File: config.mk
export PLATFORM = sky130hd
export DESIGN_NAME = cycle_trace_monitor_flat
export DESIGN_NICKNAME = d
export VERILOG_FILES = /design/src/rtl/cycle_trace_monitor_if.sv /design/src/rtl/cycle_trace_monitor.sv /design/src/flat_wrapper.sv
export SDC_FILE = /design/constraint.sdc
export NUM_CORES = 1
export LEC_CHECK = 0
export CAP_MARGIN = 10
export CORE_UTILIZATION = 60
export CTS_BUF_LIST = sky130_fd_sc_hd__clkbuf_8
export DETAILED_ROUTE_END_ITERATION = 16
export DONT_BUFFER_PORTS = 1
export PLACE_DENSITY_LB_ADDON = 0.1
export SETUP_SLACK_MARGIN = 0.02
export SYNTH_ARGS = -nofsm -noshare
export SYNTH_HDL_FRONTEND = slang
export SYNTH_SLANG_ARGS = --single-unit
File: constraint.sdc
create_clock -name clk -period 6.62 [get_ports clk]
set_clock_uncertainty 0.05 [all_clocks]
set_input_delay 1.655 -clock clk [delete_from_list [all_inputs] [get_ports clk]]
set_output_delay 1.655 -clock clk [all_outputs]
set_load 0.01 [all_outputs]
File: src/rtl/cycle_trace_monitor_if.sv
// Read-side handshake bundle for the cycle trace monitor.
// The monitor drives valid and the head-entry fields; the consumer drives ready.
interface cycle_trace_monitor_if #(
    parameter int STATE_W = 5,
    parameter int INST_W  = 32,
    parameter int CNT_W   = 7
) ();

    logic               rd_valid;
    logic               rd_ready;
    logic [STATE_W-1:0] rd_state;
    logic [INST_W-1:0]  rd_inst;
    logic [CNT_W-1:0]   rd_cycle;

    modport master (
        output rd_valid,
        output rd_state,
        output rd_inst,
        output rd_cycle,
        input  rd_ready
    );

    modport slave (
        input  rd_valid,
        input  rd_state,
        input  rd_inst,
        input  rd_cycle,
        output rd_ready
    );

endinterface

File: src/rtl/cycle_trace_monitor.sv
// Cycle trace monitor: watches a control unit's state and instruction
// registers, logs every state change into a small FIFO trace buffer,
// counts cycles up to a run limit, flags stalls and latches the first
// exception PC.
// Optional build macro TRACE_TIMESTAMP_EN: when defined, each trace entry
// also stores the cycle count at which it was logged and rd_cycle shows
// it; when undefined the timestamp field is left out and rd_cycle is 0.
module cycle_trace_monitor #(
    parameter int STATE_W     = 5,
    parameter int INST_W      = 32,
    parameter int ADDR_W      = 64,
    parameter int CNT_W       = 7,
    parameter int DEPTH       = 16,
    parameter int STALL_LIMIT = 8
) (
    input  logic                    clk,
    input  logic                    reset,
    input  logic [STATE_W-1:0]      state_in,
    input  logic [INST_W-1:0]       inst_in,
    input  logic                    causa_in,
    input  logic [ADDR_W-1:0]       epc_in,
    cycle_trace_monitor_if.master   rd,
    output logic [$clog2(DEPTH):0]  level,
    output logic [CNT_W-1:0]        cycle_count,
    output logic                    done,
    output logic                    stall,
    output logic                    overflow,
    output logic                    exc_valid,
    output logic [ADDR_W-1:0]       exc_epc
);

    localparam int PTR_W = $clog2(DEPTH);
    localparam int LVL_W = PTR_W + 1;
    localparam int RUN_W = $clog2(STALL_LIMIT + 1);

    localparam logic [CNT_W-1:0] CNT_MAX    = '1;
    localparam logic [LVL_W-1:0] LEVEL_FULL = LVL_W'(DEPTH);
    localparam logic [RUN_W-1:0] RUN_MAX    = RUN_W'(STALL_LIMIT);

`ifdef TRACE_TIMESTAMP_EN
    localparam int ENTRY_W = STATE_W + INST_W + CNT_W;
`else
    localparam int ENTRY_W = STATE_W + INST_W;
`endif

    logic [ENTRY_W-1:0] traceMem_q [DEPTH];

    logic [PTR_W-1:0]   wrPtr_q, wrPtr_d;
    logic [PTR_W-1:0]   rdPtr_q, rdPtr_d;
    logic [LVL_W-1:0]   level_q, level_d;
    logic [ENTRY_W-1:0] rdEntry_q, rdEntry_d;
    logic [CNT_W-1:0]   cycleCount_q, cycleCount_d;
    logic               done_q, done_d;
    logic               overflow_q, overflow_d;
    logic               firstCycle_q;
    logic [STATE_W-1:0] prevState_q;
    logic [RUN_W-1:0]   runCount_q, runCount_d;
    logic               excValid_q;
    logic [ADDR_W-1:0]  excEpc_q;

    logic               stateChanged;
    logic               pushReq;
    logic               popOk;
    logic               pushOk;
    logic               isFull;
    logic [ENTRY_W-1:0] wrEntry;

    // Decide this cycle's push/pop, the new head entry and all next-state values.
    always_comb begin
        stateChanged = firstCycle_q || (state_in != prevState_q);
        pushReq      = !done_q && stateChanged;
        popOk        = (level_q != '0) && rd.rd_ready;
        isFull       = (level_q == LEVEL_FULL);
        pushOk       = pushReq && (!isFull || popOk);
`ifdef TRACE_TIMESTAMP_EN
        wrEntry      = {state_in, inst_in, cycleCount_q};
`else
        wrEntry      = {state_in, inst_in};
`endif
        rdPtr_d      = popOk  ? rdPtr_q + 1'b1 : rdPtr_q;
        wrPtr_d      = pushOk ? wrPtr_q + 1'b1 : wrPtr_q;
        level_d      = level_q + LVL_W'(pushOk) - LVL_W'(popOk);
        overflow_d   = overflow_q || (pushReq && isFull && !popOk);

        // When the slot being written is also the new head (buffer was empty
        // or drains to just this entry), memory is not updated yet, so take
        // the write data directly.
        rdEntry_d = rdEntry_q;
        if (level_d != '0) begin
            if (pushOk && (wrPtr_q == rdPtr_d)) begin
                rdEntry_d = wrEntry;
            end else begin
                rdEntry_d = traceMem_q[rdPtr_d];
            end
        end

        cycleCount_d = (cycleCount_q != CNT_MAX) ? cycleCount_q + 1'b1 : cycleCount_q;
        done_d       = done_q || (cycleCount_q == CNT_MAX);

        if (stateChanged) begin
            runCount_d = '0;
        end else if (runCount_q != RUN_MAX) begin
            runCount_d = runCount_q + 1'b1;
        end else begin
            runCount_d = runCount_q;
        end
    end

    // Trace storage; contents need no reset because the pointers define validity.
    always_ff @(posedge clk) begin
        if (!reset && pushOk) begin
            traceMem_q[wrPtr_q] <= wrEntry;
        end
    end

    // FIFO bookkeeping and the registered head entry presented to the consumer.
    always_ff @(posedge clk) begin
        if (reset) begin
            wrPtr_q    <= '0;
            rdPtr_q    <= '0;
            level_q    <= '0;
            rdEntry_q  <= '0;
            overflow_q <= 1'b0;
        end else begin
            wrPtr_q    <= wrPtr_d;
            rdPtr_q    <= rdPtr_d;
            level_q    <= level_d;
            rdEntry_q  <= rdEntry_d;
            overflow_q <= overflow_d;
        end
    end

    // Saturating cycle counter and sticky run-limit flag.
    always_ff @(posedge clk) begin
        if (reset) begin
            cycleCount_q <= '0;
            done_q       <= 1'b0;
        end else begin
            cycleCount_q <= cycleCount_d;
            done_q       <= done_d;
        end
    end

    // Change detection history and the unchanged-state run length for stalls.
    always_ff @(posedge clk) begin
        if (reset) begin
            firstCycle_q <= 1'b1;
            prevState_q  <= '0;
            runCount_q   <= '0;
        end else begin
            firstCycle_q <= 1'b0;
            prevState_q  <= state_in;
            runCount_q   <= runCount_d;
        end
    end

    // Latch only the first exception PC seen before the run limit.
    always_ff @(posedge clk) begin
        if (reset) begin
            excValid_q <= 1'b0;
            excEpc_q   <= '0;
        end else if (causa_in && !excValid_q && !done_q) begin
            excValid_q <= 1'b1;
            excEpc_q   <= epc_in;
        end
    end

    assign rd.rd_valid = (level_q != '0);
    assign rd.rd_state = rdEntry_q[ENTRY_W-1 -: STATE_W];
    assign rd.rd_inst  = rdEntry_q[ENTRY_W-STATE_W-1 -: INST_W];
`ifdef TRACE_TIMESTAMP_EN
    assign rd.rd_cycle = rdEntry_q[CNT_W-1:0];
`else
    assign rd.rd_cycle = '0;
`endif

    assign level       = level_q;
    assign cycle_count = cycleCount_q;
    assign done        = done_q;
    assign stall       = (runCount_q == RUN_MAX);
    assign overflow    = overflow_q;
    assign exc_valid   = excValid_q;
    assign exc_epc     = excEpc_q;

endmodule

File: src/flat_wrapper.sv
// flat-port wrapper written by rule: the top's interface ports become plain ports
module cycle_trace_monitor_flat 
#(
    parameter int STATE_W     = 5,
    parameter int INST_W      = 32,
    parameter int ADDR_W      = 64,
    parameter int CNT_W       = 7,
    parameter int DEPTH       = 16,
    parameter int STALL_LIMIT = 8
)
  (clk, reset, state_in, inst_in, causa_in, epc_in, level, cycle_count, done, stall, overflow, exc_valid, exc_epc, rd_rd_valid, rd_rd_state, rd_rd_inst, rd_rd_cycle, rd_rd_ready);
  cycle_trace_monitor_if #(.STATE_W(STATE_W), .INST_W(INST_W), .CNT_W(CNT_W)) rd_i ();
  input  logic clk;
  input  logic reset;
  input  logic [STATE_W-1:0] state_in;
  input  logic [INST_W-1:0] inst_in;
  input  logic causa_in;
  input  logic [ADDR_W-1:0] epc_in;
  output logic [$clog2(DEPTH):0] level;
  output logic [CNT_W-1:0] cycle_count;
  output logic done;
  output logic stall;
  output logic overflow;
  output logic exc_valid;
  output logic [ADDR_W-1:0] exc_epc;
  output wire logic [$bits(rd_i.rd_valid)-1:0] rd_rd_valid;
  output wire logic [$bits(rd_i.rd_state)-1:0] rd_rd_state;
  output wire logic [$bits(rd_i.rd_inst)-1:0] rd_rd_inst;
  output wire logic [$bits(rd_i.rd_cycle)-1:0] rd_rd_cycle;
  input wire logic [$bits(rd_i.rd_ready)-1:0] rd_rd_ready;
  assign rd_rd_valid = rd_i.rd_valid;
  assign rd_rd_state = rd_i.rd_state;
  assign rd_rd_inst = rd_i.rd_inst;
  assign rd_rd_cycle = rd_i.rd_cycle;
  assign rd_i.rd_ready = rd_rd_ready;
  cycle_trace_monitor #(.STATE_W(STATE_W), .INST_W(INST_W), .ADDR_W(ADDR_W), .CNT_W(CNT_W), .DEPTH(DEPTH), .STALL_LIMIT(STALL_LIMIT)) u_core (.clk(clk), .reset(reset), .state_in(state_in), .inst_in(inst_in), .causa_in(causa_in), .epc_in(epc_in), .rd(rd_i), .level(level), .cycle_count(cycle_count), .done(done), .stall(stall), .overflow(overflow), .exc_valid(exc_valid), .exc_epc(exc_epc));
endmodule
==> impl_metrics.ini, run 1 <==
[run_status]
status = complete, no violations

[global_route]
grt_overflow_total = 0
grt_antenna_before_repair = 0
grt_pass1_wl_um = 140000
grt_pass1_vias = 22900
track_usage = 0.336
grt_start_max_net_pins = 164

[logic_synthesis]
syn_area_um2 = 32800
ys_ff_latch = 726
ys.flop_type = edfxtp_1
postSynth.asyncResetShare = 0
avgSynthCellArea_um2 = 12.6
syn-instance-count = 2609
yosysWarnings = 0
ys_types = 64
yosysSeqAreaShare = 0.624
synth_enable_flop_cells = 592

[pwr]
p_total_mw = 13.2
p_sw_mw = 4.56
p_int_mw = 8.66
swShare = 0.345
power.density_nw_per_um2 = 370
pwr-share-clk = 0.292
vdd_drop_max_v = 0.000291
p_leak_nw = 11.5
combPwrFrac = 0.285
p_seq_frac = 0.423

[layout]
stdcell_count = 3356
drive_above_1_share = 0.104
nNetsFinal = 2678
antennaDiodeCount = 0
final_cell_mix = 592 x edfxtp_1, 227 x mux2i_1, 211 x nand2_1
layout_commonest_cell = edfxtp_1
final_core_util = 0.662
area_growth_pct = 8.88

[route]
first_pass_iters = 8
via_per_inst = 7.03
wl_per_cell_um = 28.3
route.detailed.drc = 0
num_vias = 23600
routed_wl_um = 95100
ant_nets = 0
drtIter0Drc = 2826

[clock_tree]
ctsHoldBuffers = 0
tritoncts = yes
numClockSinks = 726
postCtsResizedCells = 0
worst_setup_hold_path_clk_slew_ns = 0.07
clk_latency_ns = 0.73
clockRootBuffer = clkbuf_8
clock_path_buffers = 3
post_cts_buffers = 0
numCtsBuffers = 115
cts_max_level = 3

[timing]
setup_viol = 0
tightest_slew_ns = 1.20
fin_crit_sh = 0.822
fin_setup_tns_ns = 0
grt_setup_unrepaired = false
fmax_ghz = 0.184
relSlewSlack = 0.197
hold_viol = 0
post-route-min-period_ns = 5.44
slew_viol_final = 0
fin_ws_ns = 1.18

[placed_design]
io_buffers = 0
dp_slack_ns = 1.08
place_congestion = 0.847
dp_cells = 3137
dp_hpwl_um = 53900

[floorplan]
num_rows = 85
dieWidth_um = 236
core_area_um2 = 53900
pin_count = 230
die_h_um = 236
start_util = 0.608
dieArea_um2 = 55600

[worst_setup_path]
critical_path_class = reg2reg
crit_path_end_kind = register
worst-r2r-cell-count = 17
crit_fanout = 24
cp.arrival_ns = 6.01
crit_path_start_kind = register
critical_path_required_ns = 7.19

[worst_hold_path]
min_path_cells = 2
hold_class = reg2reg

[run]
maxCapViolCount = 0
-- power groups by stage --
stage | logic [mW] | registers, mW | clock network, mW
3_5_place_dp | 3.69 | 5.68 | 0
3_3_place_gp | 3.60 | 5.67 | 0
5_1_grt | 4.02 | 5.61 | 4.09
4_1_cts | 3.70 | 5.59 | 3.89
2_1_floorplan | 2.73 | 5.51 | 0
6_report | 3.77 | 5.59 | 3.86
-- worst max-delay path: stages, from the launching register on --
cell and delay (ns):
dfxtp_1 0.38, inv_1 0.11, ha_1 0.17, nor4b_4 0.24
buf_4 0.36, inv_2 0.29, nand2_4 0.37, clkinv_2 0.44
ha_1 0.44, inv_1 0.05, ha_1 0.21, fa_1 0.43
a21oi_1 0.14, o21bai_1 0.09, xnor2_1 0.16, nand3_1 0.26
nand3b_2 0.63, o31ai_1 0.48
-- cells in the mapped netlist, drive strengths merged (3+ instances only) --
library cell,instances,share of area
buf,70,0.011
a221oi,128,0.034
o31ai,24,0.0055
a22oi,117,0.027
and3,19,0.0036
o21bai,8,0.0018
nor2b,109,0.021
o21ai,97,0.015
nor3,34,0.0052
inv,16,0.0018
nand2,212,0.024
edfxtp,592,0.54
nor2,118,0.014
a21oi,113,0.018
and2,9,0.0017
a22o,8,0.0021
mux2i,227,0.069
xor2,9,0.0024
xnor3,3,0.0021
nand3,4,0.00061
mux2,17,0.0058
a311oi,31,0.0083
nand4,35,0.0067
or3,5,0.00095
o22ai,51,0.0097
clkbuf,158,0.018
a31oi,3,0.00057
nand2b,4,0.00076
xnor2,13,0.0035
a221o,10,0.0031
or4,11,0.0027
ha,14,0.0053
a2111oi,30,0.0080
a311o,18,0.0055
a211oi,134,0.031
dfxtp,134,0.082
-- metal layers --
metal,vias to the layer above,wire length [µm],GRT usage
met2,1356,46100,0.553
met4,0,3730,0.154
met3,246,8830,0.0593
li1,10200,-,-
met5,-,0,0
met1,11800,36400,0.436
-- registers in the layout (all words and copies together) (netlist names), 4 cells and up --
signal and cells:
u_core.rdEntry_q 37, u_core.rdPtr_q 4, u_core.wrPtr_q 4, u_core.prevState_q 5, u_core.runCount_q 4, u_core.level 5, u_core.exc_epc 64, u_core.traceMem_q 592
u_core.cycle_count 7
-- kinds of logic (layout without fill, tap and decap cells) --
logic type | count (synthesis) | count (layout) | share of synthesized area
buffers and inverters | 245 | 290 | 0.0311
AOI/OAI and AO/OA | 782 | 782 | 0.171
xor gates and xnor gates | 25 | 25 | 0.00793
other | 1 | 7 | 0.000114
DFF | 726 | 726 | 0.624
muxes | 244 | 244 | 0.0751
adders and majority gates | 15 | 15 | 0.00595
and+or+nand+nor | 571 | 571 | 0.0849
-- worst paths after layout --
check	from	to	slack (ns)
hold reg to reg	u_core.exc_epc[15]	u_core.exc_epc[15]	0.45
setup / recovery	u_core.level[2]	u_core.rdEntry_q[30]	1.18
hold / removal	u_core.exc_epc[15]	u_core.exc_epc[15]	0.45
setup reg to reg	u_core.level[2]	u_core.rdEntry_q[30]	1.18
-- metrics by stage --
stage                     hold WS (ns)  instance area [µm²]
after floorplan                  0.429                32800
after global placement           0.432                33400
after detailed placement         0.437                33400
after CTS                        0.445                35700
after global routing             0.463                35700
final                            0.446                35700
-- area by class of cell --
class | instances | area, µm²
Clock buffer | 137 | 1890
Clock inverter | 82 | 479
Fill cell | 3893 | 18200
Inverter | 17 | 65.1
Multi-Input combinational cell | 1644 | 11500
Sequential cell | 726 | 20500
Tap cell | 696 | 871
Timing Repair Buffer | 54 | 455
No activity file was read; power rests on OpenSTA's default activity.
==> run 2, diff against run 1 <==
clock period = 4.8 ns   (was 6.62 ns; I/O delays follow)
==> run 2 against run 1 <==
Wire length shrank 2.0%. Sequential share of layout area shrank 0.28 points. First-iteration DRC count shrank 9.6%. Final cell count is essentially flat. Count of clock-buffer cells in the layout grew 1. Flip-flop and latch count is the same. Critical endpoint is now u_core.rdEntry_q[13]. Via count is essentially flat.
==> impl_metrics.ini, run 2 (synthesis gave the netlist of run 1 again) <==
[run_status]
status = complete, no violations

[floorplan]
pin_count = 230
die_h_um = 236
num_rows = 85
core_area_um2 = 53900
start_util = 0.608
dieArea_um2 = 55600
dieWidth_um = 236

[timing]
relSlewSlack = 0.267
slew_viol_final = 0
grt_setup_unrepaired = false
setup_viol = 0
fin_setup_tns_ns = 0
fin_crit_sh = 0.881
hold_viol = 0
post-route-min-period_ns = 4.23
tightest_slew_ns = 1.10
fin_ws_ns = 0.569
fmax_ghz = 0.236

[clock_tree]
clockRootBuffer = clkbuf_8
worst_setup_hold_path_clk_slew_ns = 0.06
postCtsResizedCells = 0
numClockSinks = 726
clock_path_buffers = 3
cts_max_level = 3
numCtsBuffers = 115
ctsHoldBuffers = 0
post_cts_buffers = 0
clk_latency_ns = 0.73
tritoncts = yes

[layout]
ff_latch_area_um2 = 20500
fill_cells = 3914
top_register = u_core.traceMem_q
largest_reg_flops = 592
nNetsFinal = 2684
layout_commonest_cell = edfxtp_1
area_growth_pct = 9.41
stdcell_count = 3358
multi_input_area_um2 = 11500
drive_above_1_share = 0.103
final_cell_mix = 592 x edfxtp_1, 227 x mux2i_1, 211 x nand2_1

[worst_setup_path]
cp.arrival_ns = 4.81
crit_fanout = 16
max_stage_delay_ns = 0.45
crit_path_end_kind = register
crit_path_start_kind = register
critPathBufInv = 5
critical_path_class = reg2reg
critical_path_required_ns = 5.38
crit_path_frequent_cell = ha_1
crit_family = adder cells
cpMaxStageDelayCell = fa_1
cp_cell_sequence = inv_1, ha_1, nor4b_4, inv_2, nand2_4, clkinv_2, ha_1, inv_1, ha_1, fa_1, a21oi_1, o21bai_1, xnor2_1, nand3_1, nand3b_2, buf_12, o31ai_1

[route]
num_vias = 23600
wl_per_cell_um = 27.7
drtIter0Drc = 2555
via_per_inst = 7.03
first_pass_iters = 6
ant_nets = 0
route.detailed.drc = 0
routed_wl_um = 93100

[global_route]
grt_pass1_vias = 23100
track_usage = 0.329
grt_overflow_total = 0
grt_pass1_wl_um = 137000
grt_antenna_before_repair = 1
grt_start_max_net_pins = 168

[placed_design]
dp_hpwl_um = 52400
place_congestion = 0.848
dp_cells = 3143
dp_slack_ns = 0.394
io_buffers = 0

[pwr]
p_total_mw = 18.2
p_leak_nw = 11.5
power.density_nw_per_um2 = 508
vdd_drop_max_v = 0.000390

[run]
maxCapViolCount = 0

[worst_hold_path]
hold_class = reg2reg
## run 2: final timing paths
path | from | end | slack, ns | cells after the start
worst min register to register | u_core.exc_epc[34] | u_core.exc_epc[34] | 0.45 | 2
worst max register to register | u_core.level[3] | u_core.rdEntry_q[13] | 0.57 | 17
worst max-delay path | u_core.level[3] | u_core.rdEntry_q[13] | 0.57 | 17
worst min-delay path | u_core.exc_epc[34] | u_core.exc_epc[34] | 0.45 | 2
## run 2: area by class of cell
class,count,area share
Antenna cell,1,0.0000697
Clock buffer,138,0.0529
Clock inverter,76,0.0119
Inverter,17,0.00181
Multi-Input combinational cell,1644,0.320
Sequential cell,726,0.570
Tap cell,696,0.0243
Timing Repair Buffer,60,0.0188
## run 2: worst min-delay path, cell delays in order (launching register included)
cell and delay [ns]:
dfxtp_1 0.34, nand2_1 0.06, a21oi_1 0.05
## run 2: power breakdown
| group | leakage (nW) | internal (mW) | switching [mW] |
|---|---|---|---|
| clock | 1.36 | 2.81 | 2.43 |
| sequential | 6.45 | 7.22 | 0.452 |
| combinational | 3.72 | 1.90 | 3.41 |
| total | 11.5 | 11.9 | 6.29 |
## run 2: metrics by stage
step / hold WS, ns / area, µm² / util
3_5_place_dp: 0.438 / 33600 / 0.623
5_1_grt: 0.444 / 35900 / 0.666
3_3_place_gp: 0.433 / 33600 / 0.623
6_report: 0.447 / 35900 / 0.666
4_1_cts: 0.417 / 35900 / 0.666
2_1_floorplan: 0.429 / 32800 / -
## run 2: metal layers
metal,wire length (µm),share of wire,vias up,global-route usage
met4,3310,0.036,0,0.144
met1,35900,0.39,11800,0.419
met5,0,0,-,0
met2,45700,0.49,1326,0.550
li1,-,-,10200,-
met3,8190,0.088,251,0.0627
